[src/rtl/aurora_sup_pkg.sv]
// Shared state codes, state enum and timer-width helper for the Aurora link supervisor.
// Pure definitions: no logic, no latency, no flow control.
package aurora_sup_pkg;

   localparam int         SUP_STATE_W        = 3;
   localparam logic [2:0] SUP_CODE_DISABLED  = 3'd0;
   localparam logic [2:0] SUP_CODE_RST_HOLD  = 3'd1;
   localparam logic [2:0] SUP_CODE_WAIT_UP   = 3'd2;
   localparam logic [2:0] SUP_CODE_STABLE    = 3'd3;
   localparam logic [2:0] SUP_CODE_LINKED    = 3'd4;
   localparam logic [2:0] SUP_CODE_FAILED    = 3'd5;

   typedef enum logic [2:0] {
      ST_DISABLED = SUP_CODE_DISABLED,
      ST_RST_HOLD = SUP_CODE_RST_HOLD,
      ST_WAIT_UP  = SUP_CODE_WAIT_UP,
      ST_STABLE   = SUP_CODE_STABLE,
      ST_LINKED   = SUP_CODE_LINKED,
      ST_FAILED   = SUP_CODE_FAILED
   } sup_state_e;

   function automatic int sup_tmr_width(input int rst_hold, input int up_timeout,
                                        input int stable_cycles);
      int m;
      m = rst_hold;
      if (up_timeout > m) m = up_timeout;
      if (stable_cycles > m) m = stable_cycles;
      return $clog2(m + 1);
   endfunction

endpackage

[src/rtl/aurora_link_ch_fsm.sv]
// One-channel bring-up sequencer with soft-error window and saturating statistics.
// All outputs are registered from the next state (1-cycle latency); no backpressure.
module aurora_link_ch_fsm
   import aurora_sup_pkg::*;
#(
   parameter int LANES_PER_CH    = 2,
   parameter int RESET_HOLD      = 64,
   parameter int UP_TIMEOUT      = 65536,
   parameter int STABLE_CYCLES   = 1024,
   parameter int MAX_RETRY       = 8,
   parameter int SOFT_ERR_THRESH = 16,
   parameter int SOFT_ERR_WINDOW = 4096,
   parameter int CNT_W           = 16
)(
   input  logic                    i_clk,
   input  logic                    i_rst,
   input  logic                    i_enable,
   input  logic                    i_clr_stats,
   input  logic                    i_channel_up,
   input  logic [LANES_PER_CH-1:0] i_lane_up,
   input  logic                    i_hard_err,
   input  logic                    i_soft_err,
   output logic                    o_ch_reset,
   output logic                    o_link_ok,
   output logic                    o_ch_failed,
   output logic [SUP_STATE_W-1:0]  o_state,
   output logic [CNT_W-1:0]        o_soft_err_cnt,
   output logic [CNT_W-1:0]        o_link_drop_cnt
);

   localparam int TMR_W = sup_tmr_width(RESET_HOLD, UP_TIMEOUT, STABLE_CYCLES);
   localparam int RTY_W = $clog2(MAX_RETRY + 1);
   localparam int WIN_W = $clog2(SOFT_ERR_WINDOW);
   localparam int SWC_W = $clog2(SOFT_ERR_THRESH + 1);

   localparam logic [TMR_W-1:0] HOLD_LAST  = TMR_W'(RESET_HOLD - 1);
   localparam logic [TMR_W-1:0] UP_LAST    = TMR_W'(UP_TIMEOUT - 1);
   localparam logic [TMR_W-1:0] STB_LAST   = TMR_W'(STABLE_CYCLES - 1);
   localparam logic [RTY_W-1:0] RTY_MAX    = RTY_W'(MAX_RETRY);
   localparam logic [WIN_W-1:0] WIN_LAST   = WIN_W'(SOFT_ERR_WINDOW - 1);
   localparam logic [SWC_W-1:0] SWC_THRESH = SWC_W'(SOFT_ERR_THRESH);

   sup_state_e       r_state;
   logic [TMR_W-1:0] r_timer;
   logic [RTY_W-1:0] r_retry;
   logic [WIN_W-1:0] r_win;
   logic [SWC_W-1:0] r_soft_win;
   logic [CNT_W-1:0] r_soft_cnt;
   logic [CNT_W-1:0] r_drop_cnt;
   logic             r_ch_reset;
   logic             r_link_ok;
   logic             r_ch_failed;

   sup_state_e       w_state_nxt;
   logic [TMR_W-1:0] w_timer_nxt;
   logic [RTY_W-1:0] w_retry_nxt;
   logic [RTY_W-1:0] w_retry_inc;
   logic [SWC_W-1:0] w_soft_base;
   logic [SWC_W-1:0] w_soft_win_nxt;
   logic             w_up;
   logic             w_win_wrap;
   logic             w_drop;
   logic             w_enter_linked;

   assign w_up        = i_channel_up & (&i_lane_up);
   assign w_retry_inc = r_retry + 1'b1;
   assign w_win_wrap  = (r_win == WIN_LAST);
   // A soft error on the wrap cycle lands in the fresh window.
   assign w_soft_base    = w_win_wrap ? '0 : r_soft_win;
   assign w_soft_win_nxt = (w_soft_base == SWC_THRESH) ? w_soft_base : w_soft_base + i_soft_err;

   always_comb begin
      w_state_nxt    = r_state;
      w_timer_nxt    = r_timer + 1'b1;
      w_retry_nxt    = r_retry;
      w_drop         = 1'b0;
      w_enter_linked = 1'b0;
      if (!i_enable) begin
         w_state_nxt = ST_DISABLED;
         w_timer_nxt = '0;
         w_retry_nxt = '0;
      end else begin
         case (r_state)
            ST_DISABLED: begin
               w_state_nxt = ST_RST_HOLD;
               w_timer_nxt = '0;
            end
            ST_RST_HOLD: begin
               if (r_timer == HOLD_LAST) begin
                  w_state_nxt = ST_WAIT_UP;
                  w_timer_nxt = '0;
               end
            end
            ST_WAIT_UP: begin
               if (w_up) begin
                  w_state_nxt = ST_STABLE;
                  w_timer_nxt = '0;
               end else if (r_timer == UP_LAST) begin
                  w_retry_nxt = w_retry_inc;
                  w_state_nxt = (w_retry_inc == RTY_MAX) ? ST_FAILED : ST_RST_HOLD;
                  w_timer_nxt = '0;
               end
            end
            ST_STABLE: begin
               if (!w_up || i_hard_err) begin
                  w_retry_nxt = w_retry_inc;
                  w_state_nxt = (w_retry_inc == RTY_MAX) ? ST_FAILED : ST_RST_HOLD;
                  w_timer_nxt = '0;
               end else if (r_timer == STB_LAST) begin
                  w_state_nxt    = ST_LINKED;
                  w_retry_nxt    = '0;
                  w_timer_nxt    = '0;
                  w_enter_linked = 1'b1;
               end
            end
            ST_LINKED: begin
               w_timer_nxt = '0;
               if (i_hard_err || !w_up || (w_soft_win_nxt == SWC_THRESH)) begin
                  w_state_nxt = ST_RST_HOLD;
                  w_drop      = 1'b1;
               end
            end
            ST_FAILED: w_timer_nxt = '0;
            default: begin
               w_state_nxt = ST_RST_HOLD;
               w_timer_nxt = '0;
            end
         endcase
      end
   end

   always_ff @(posedge i_clk or posedge i_rst) begin
      if (i_rst) begin
         r_state     <= ST_RST_HOLD;
         r_timer     <= '0;
         r_retry     <= '0;
         r_win       <= '0;
         r_soft_win  <= '0;
         r_soft_cnt  <= '0;
         r_drop_cnt  <= '0;
         r_ch_reset  <= 1'b1;
         r_link_ok   <= 1'b0;
         r_ch_failed <= 1'b0;
      end else begin
         r_state     <= w_state_nxt;
         r_timer     <= w_timer_nxt;
         r_retry     <= w_retry_nxt;
         r_win       <= w_win_wrap ? '0 : r_win + 1'b1;
         r_soft_win  <= w_enter_linked ? '0 : w_soft_win_nxt;
         r_ch_reset  <= (w_state_nxt == ST_DISABLED) || (w_state_nxt == ST_RST_HOLD) ||
                        (w_state_nxt == ST_FAILED);
         r_link_ok   <= (w_state_nxt == ST_LINKED);
         r_ch_failed <= (w_state_nxt == ST_FAILED);
         if (i_clr_stats)
            r_soft_cnt <= '0;
         else if (i_soft_err && (r_state != ST_DISABLED) && (r_soft_cnt != '1))
            r_soft_cnt <= r_soft_cnt + 1'b1;
         if (i_clr_stats)
            r_drop_cnt <= '0;
         else if (w_drop && (r_drop_cnt != '1))
            r_drop_cnt <= r_drop_cnt + 1'b1;
      end
   end

   assign o_ch_reset      = r_ch_reset;
   assign o_link_ok       = r_link_ok;
   assign o_ch_failed     = r_ch_failed;
   assign o_state         = r_state;
   assign o_soft_err_cnt  = r_soft_cnt;
   assign o_link_drop_cnt = r_drop_cnt;

endmodule

[src/rtl/aurora_link_supervisor.sv]
// Supervises NUM_CH independent Aurora channels in the user_clk domain; slices buses per channel.
// Outputs registered inside each channel (1-cycle latency); no backpressure.
module aurora_link_supervisor
   import aurora_sup_pkg::*;
#(
   parameter int NUM_CH          = 2,
   parameter int LANES_PER_CH    = 2,
   parameter int RESET_HOLD      = 64,
   parameter int UP_TIMEOUT      = 65536,
   parameter int STABLE_CYCLES   = 1024,
   parameter int MAX_RETRY       = 8,
   parameter int SOFT_ERR_THRESH = 16,
   parameter int SOFT_ERR_WINDOW = 4096,
   parameter int CNT_W           = 16
)(
   input  logic                             user_clk,
   input  logic                             system_rst,
   input  logic [NUM_CH-1:0]                ch_enable,
   input  logic                             clr_stats,
   input  logic [NUM_CH-1:0]                channel_up,
   input  logic [NUM_CH*LANES_PER_CH-1:0]   lane_up,
   input  logic [NUM_CH-1:0]                hard_err,
   input  logic [NUM_CH-1:0]                soft_err,
   output logic [NUM_CH-1:0]                ch_reset,
   output logic [NUM_CH-1:0]                link_ok,
   output logic [NUM_CH-1:0]                ch_failed,
   output logic [NUM_CH*SUP_STATE_W-1:0]    ch_state,
   output logic [NUM_CH*CNT_W-1:0]          soft_err_cnt,
   output logic [NUM_CH*CNT_W-1:0]          link_drop_cnt
);

   for (genvar g = 0; g < NUM_CH; g++) begin : g_ch
      aurora_link_ch_fsm #(
         .LANES_PER_CH    (LANES_PER_CH),
         .RESET_HOLD      (RESET_HOLD),
         .UP_TIMEOUT      (UP_TIMEOUT),
         .STABLE_CYCLES   (STABLE_CYCLES),
         .MAX_RETRY       (MAX_RETRY),
         .SOFT_ERR_THRESH (SOFT_ERR_THRESH),
         .SOFT_ERR_WINDOW (SOFT_ERR_WINDOW),
         .CNT_W           (CNT_W)
      ) u_ch (
         .i_clk           (user_clk),
         .i_rst           (system_rst),
         .i_enable        (ch_enable[g]),
         .i_clr_stats     (clr_stats),
         .i_channel_up    (channel_up[g]),
         .i_lane_up       (lane_up[g*LANES_PER_CH +: LANES_PER_CH]),
         .i_hard_err      (hard_err[g]),
         .i_soft_err      (soft_err[g]),
         .o_ch_reset      (ch_reset[g]),
         .o_link_ok       (link_ok[g]),
         .o_ch_failed     (ch_failed[g]),
         .o_state         (ch_state[g*SUP_STATE_W +: SUP_STATE_W]),
         .o_soft_err_cnt  (soft_err_cnt[g*CNT_W +: CNT_W]),
         .o_link_drop_cnt (link_drop_cnt[g*CNT_W +: CNT_W])
      );
   end

endmodule

[config.mk]
export PLATFORM = sky130hd
export DESIGN_NAME = aurora_link_supervisor
export DESIGN_NICKNAME = d
export VERILOG_FILES = /design/src/rtl/aurora_sup_pkg.sv /design/src/rtl/aurora_link_ch_fsm.sv /design/src/rtl/aurora_link_supervisor.sv
export SDC_FILE = /design/constraint.sdc
export NUM_CORES = 1
export LEC_CHECK = 0
export CAP_MARGIN = 10
export CORE_MARGIN = 2
export CORE_UTILIZATION = 50
export DETAILED_ROUTE_END_ITERATION = 12
export MAX_ROUTING_LAYER = met4
export PLACE_DENSITY_LB_ADDON = 0.25
export REMOVE_ABC_BUFFERS = 1
export SETUP_SLACK_MARGIN = 0.2
export SLEW_MARGIN = 20
export SYNTH_ARGS = -nofsm -noshare
export SYNTH_HDL_FRONTEND = slang
export SYNTH_SLANG_ARGS = --single-unit
[constraint.sdc]
create_clock -name user_clk -period 16.3 [get_ports user_clk]
set_input_delay 4.075 -clock user_clk [delete_from_list [all_inputs] [get_ports user_clk]]
set_output_delay 4.075 -clock user_clk [all_outputs]
set_load 0.03 [all_outputs]
==> impl_results.md <==
- Status: finished, final reports clean
- Core box area: 16000 sq um
- Area Overhead vs Synth: 20.5%
- Gate power share: 9.8%
- Via count: 6542
- Final period utilization: 38.8%
- Ant diodes: 0
- P_int: 0.000697 W
- Net Sw Frac: 23.7%
- YS warnings: 0
- Crit path kind: in2reg
- Largest delay contributor family on the critical path: compound AO/OA/AOI/OAI gates
- FMAX: 158 MHz
- Most common cell after layout, fill and taps aside: dfrtp_1
- Power Dens Cells: 92.2 nW/um^2
- Critical path arrival: 6.63 ns
- GPL Wtd Cong: 0.829
- Post-layout util: 61.9%
- Initial core utilization: 51.4%
- Detailed Route Iter0 Violations: 379
- Clk sinks: 152
- Ys flop type: dfrtp_1
- Die Area: 17500 sq um
- Worst-path maximum fanout: 9
- Initial antenna violation count: 0
- Measured slew at the worst slew-check pin: 0.892 ns
- Mapped Cells: 888
- Hpwl dp: 11.4 mm
- Cts bufs inserted: 17
- Fin. max-slew vios: 0
- CP max stage delay: 0.45 ns
- Reg power frac: 44.9%
- Clock-pin slew on the worst setup and hold paths: 0.06 ns
- Post-Route WL: 16.7 mm
- PostCTS Resize Cnt: 0
- Slowest cell on crit path: clkdlybuf4s50_1
- Worst rel slew slack: 40.5%
- Worst endpoint required time: 16.60 ns
- Worst skew pair latency: 0.42 ns
- Post-synth EDFFs: 0
- Worst hold path cell count: 1
- Buf+Inv Stages, Crit Path: 1
- Minimum clock period: 6.32 ns
- Maximum VDD drop: 0.0833 mV
- Hold Crit Class: reg2reg
- Largest net degree at the start of global routing: 102
- Cell row count: 46
- Clk buf depth: 2
- R2R cell count: 12
- Synth cell types: 66
- Vias in the first global route: 6062
- H-tree depth: 4
- Final Non-Filler Cells: 1196
- Tot Pwr: 0.000914 W
- Setup TNS: 0 ns
- Cell mode on critical path: ha_1
- Share of cells above drive strength 1: 6.63%
- FF+latch count, synth: 152
- Antenna-violating nets left: 0
- RSZ-0062 raised after global routing: no
- Cell count along the critical path: 9
- Switching power: 0.000216 W
- Post-CTS Setup Inserts: 0
- Placement-stage cell area: 9270 sq um
- Clock Power Share: 45.3%
- Crit path cell chain: clkdlybuf4s50_1 -> ha_1 -> ha_1 -> xnor2_1 -> a2bb2oi_1 -> o31a_1 -> nor3_2 -> nand2_1 -> mux2_2
- MaxCap Viol Count: 0
- Die width: 132 um
- Overall global routing resource usage: 20.2%
- Finish-stage setup viols: 0
- Startpoint types: input pin
- Clock skew: 0.00757 ns
- Root Buffer: clkbuf_16
- # IOs: 91
- Synth Area per Inst: 9.26 sq um
- Crit. End Element: flop
- Cts hold-fix bufs: 0
- Drt via density: 5.47
- Final nets: 1002
- Seq/Total Area, Yosys: 46.3%
- Netlist area before placement: 8220 sq um
- CTS tree: done
- Port-buffer cells: 90
- Remaining DRCs: 0
- Mean routed wirelength per cell: 14.0 um
- Placed Cells: 1164
- First-pass GRT wire length: 28.7 mm
- Post-route cell area: 9910 sq um
- Leakage power: 3.91 nW
- Grt total ovfl: 0
- Final hold violations: 0
- Die height: 132 um
- Post-synthesis async set-or-reset flop share: 100%
- DR pass1 iterations: 5
- Commonest cells after routing, fill and taps aside: dfrtp_1 (148), nor2_1 (145), clkdlybuf4s50_1 (89)
## final timing paths
kind | start | end | slack [ns]
max reg2reg | g_ch[0].u_ch.r_win[0] | g_ch[0].u_ch.o_link_drop_cnt[12] | 12.63
max | soft_err[0] | g_ch[0].u_ch.o_link_drop_cnt[12] | 9.98
min reg2reg | g_ch[1].u_ch.r_win[10] | g_ch[1].u_ch.r_win[10] | 0.48
min in group asynchronous | system_rst | g_ch[1].u_ch.r_timer[0] | 4.22
max in group asynchronous | system_rst | g_ch[0].u_ch.o_link_drop_cnt[3] | 10.87
min | g_ch[1].u_ch.r_win[10] | g_ch[1].u_ch.r_win[10] | 0.48
## flip-flops by register name (all words and copies together) (netlist names)
signal                     flops
g_ch.u_ch.o_ch_failed          2
g_ch.u_ch.o_ch_reset           2
g_ch.u_ch.o_link_drop_cnt     32
g_ch.u_ch.o_link_ok            2
g_ch.u_ch.o_soft_err_cnt      32
g_ch.u_ch.o_state              6
g_ch.u_ch.r_retry              8
g_ch.u_ch.r_soft_win          10
g_ch.u_ch.r_timer             34
g_ch.u_ch.r_win               24
## Yosys cell counts (23+ instances only)
master	count	share of area, %
xnor2_1	70	7.5
nand4_1	28	2.1
dfrtp_1	148	45
a21oi_1	24	1.5
clkbuf_1	23	1.0
nand2_1	57	2.6
xor2_1	32	3.4
nor3_1	35	2.1
nand3_1	57	3.5
inv_1	36	1.6
nor2_1	145	6.6
## power groups by stage
stage / registers [W] / clock network, W / logic, W
2_1_floorplan: 0.000414 / 0 / 0.0000648
3_3_place_gp: 0.000416 / 0 / 0.0000881
3_5_place_dp: 0.000416 / 0 / 0.0000898
4_1_cts: 0.000410 / 0.000422 / 0.0000902
5_1_grt: 0.000412 / 0.000440 / 0.000102
6_report: 0.000410 / 0.000414 / 0.0000895
## final cells by class
cell class                      instances  area [sq um]
Fill cell                            1392          6090
Multi-Input combinational cell        666          4130
Inverter                               36           140
Timing Repair Buffer                   94           926
Clock buffer                           26           519
Sequential cell                       152          3810
Clock inverter                          6           110
Tap cell                              216           270
## stage by stage
step / hold WS [ns] / worst slack [ns]
after global routing: 0.505 / 9.82
after floorplan: 0.438 / 8.14
final: 0.476 / 9.98
after CTS: 0.483 / 10.00
after detailed placement: 0.464 / 9.56
after global placement: 0.454 / 9.62
## layer usage
metal / track usage [%] / vias to the layer above / part of all wire, %
li1: - / 3252 / -
met1: 28.2 / 3126 / 49
met2: 29.9 / 142 / 46
met3: 3.84 / 22 / 3.7
met4: 6.69 / 0 / 1.4
met5: - / - / 0
## cell families after synthesis
family / after synthesis / synth area share [%]
simple gates: 447 / 27.4
flops: 152 / 46.3
xor+xnor: 102 / 10.9
compound gates: 88 / 7.62
buf+inv: 70 / 3.62
fa+ha+maj: 20 / 3.04
mux: 9 / 1.16
Power figures use the tool's default switching activity.
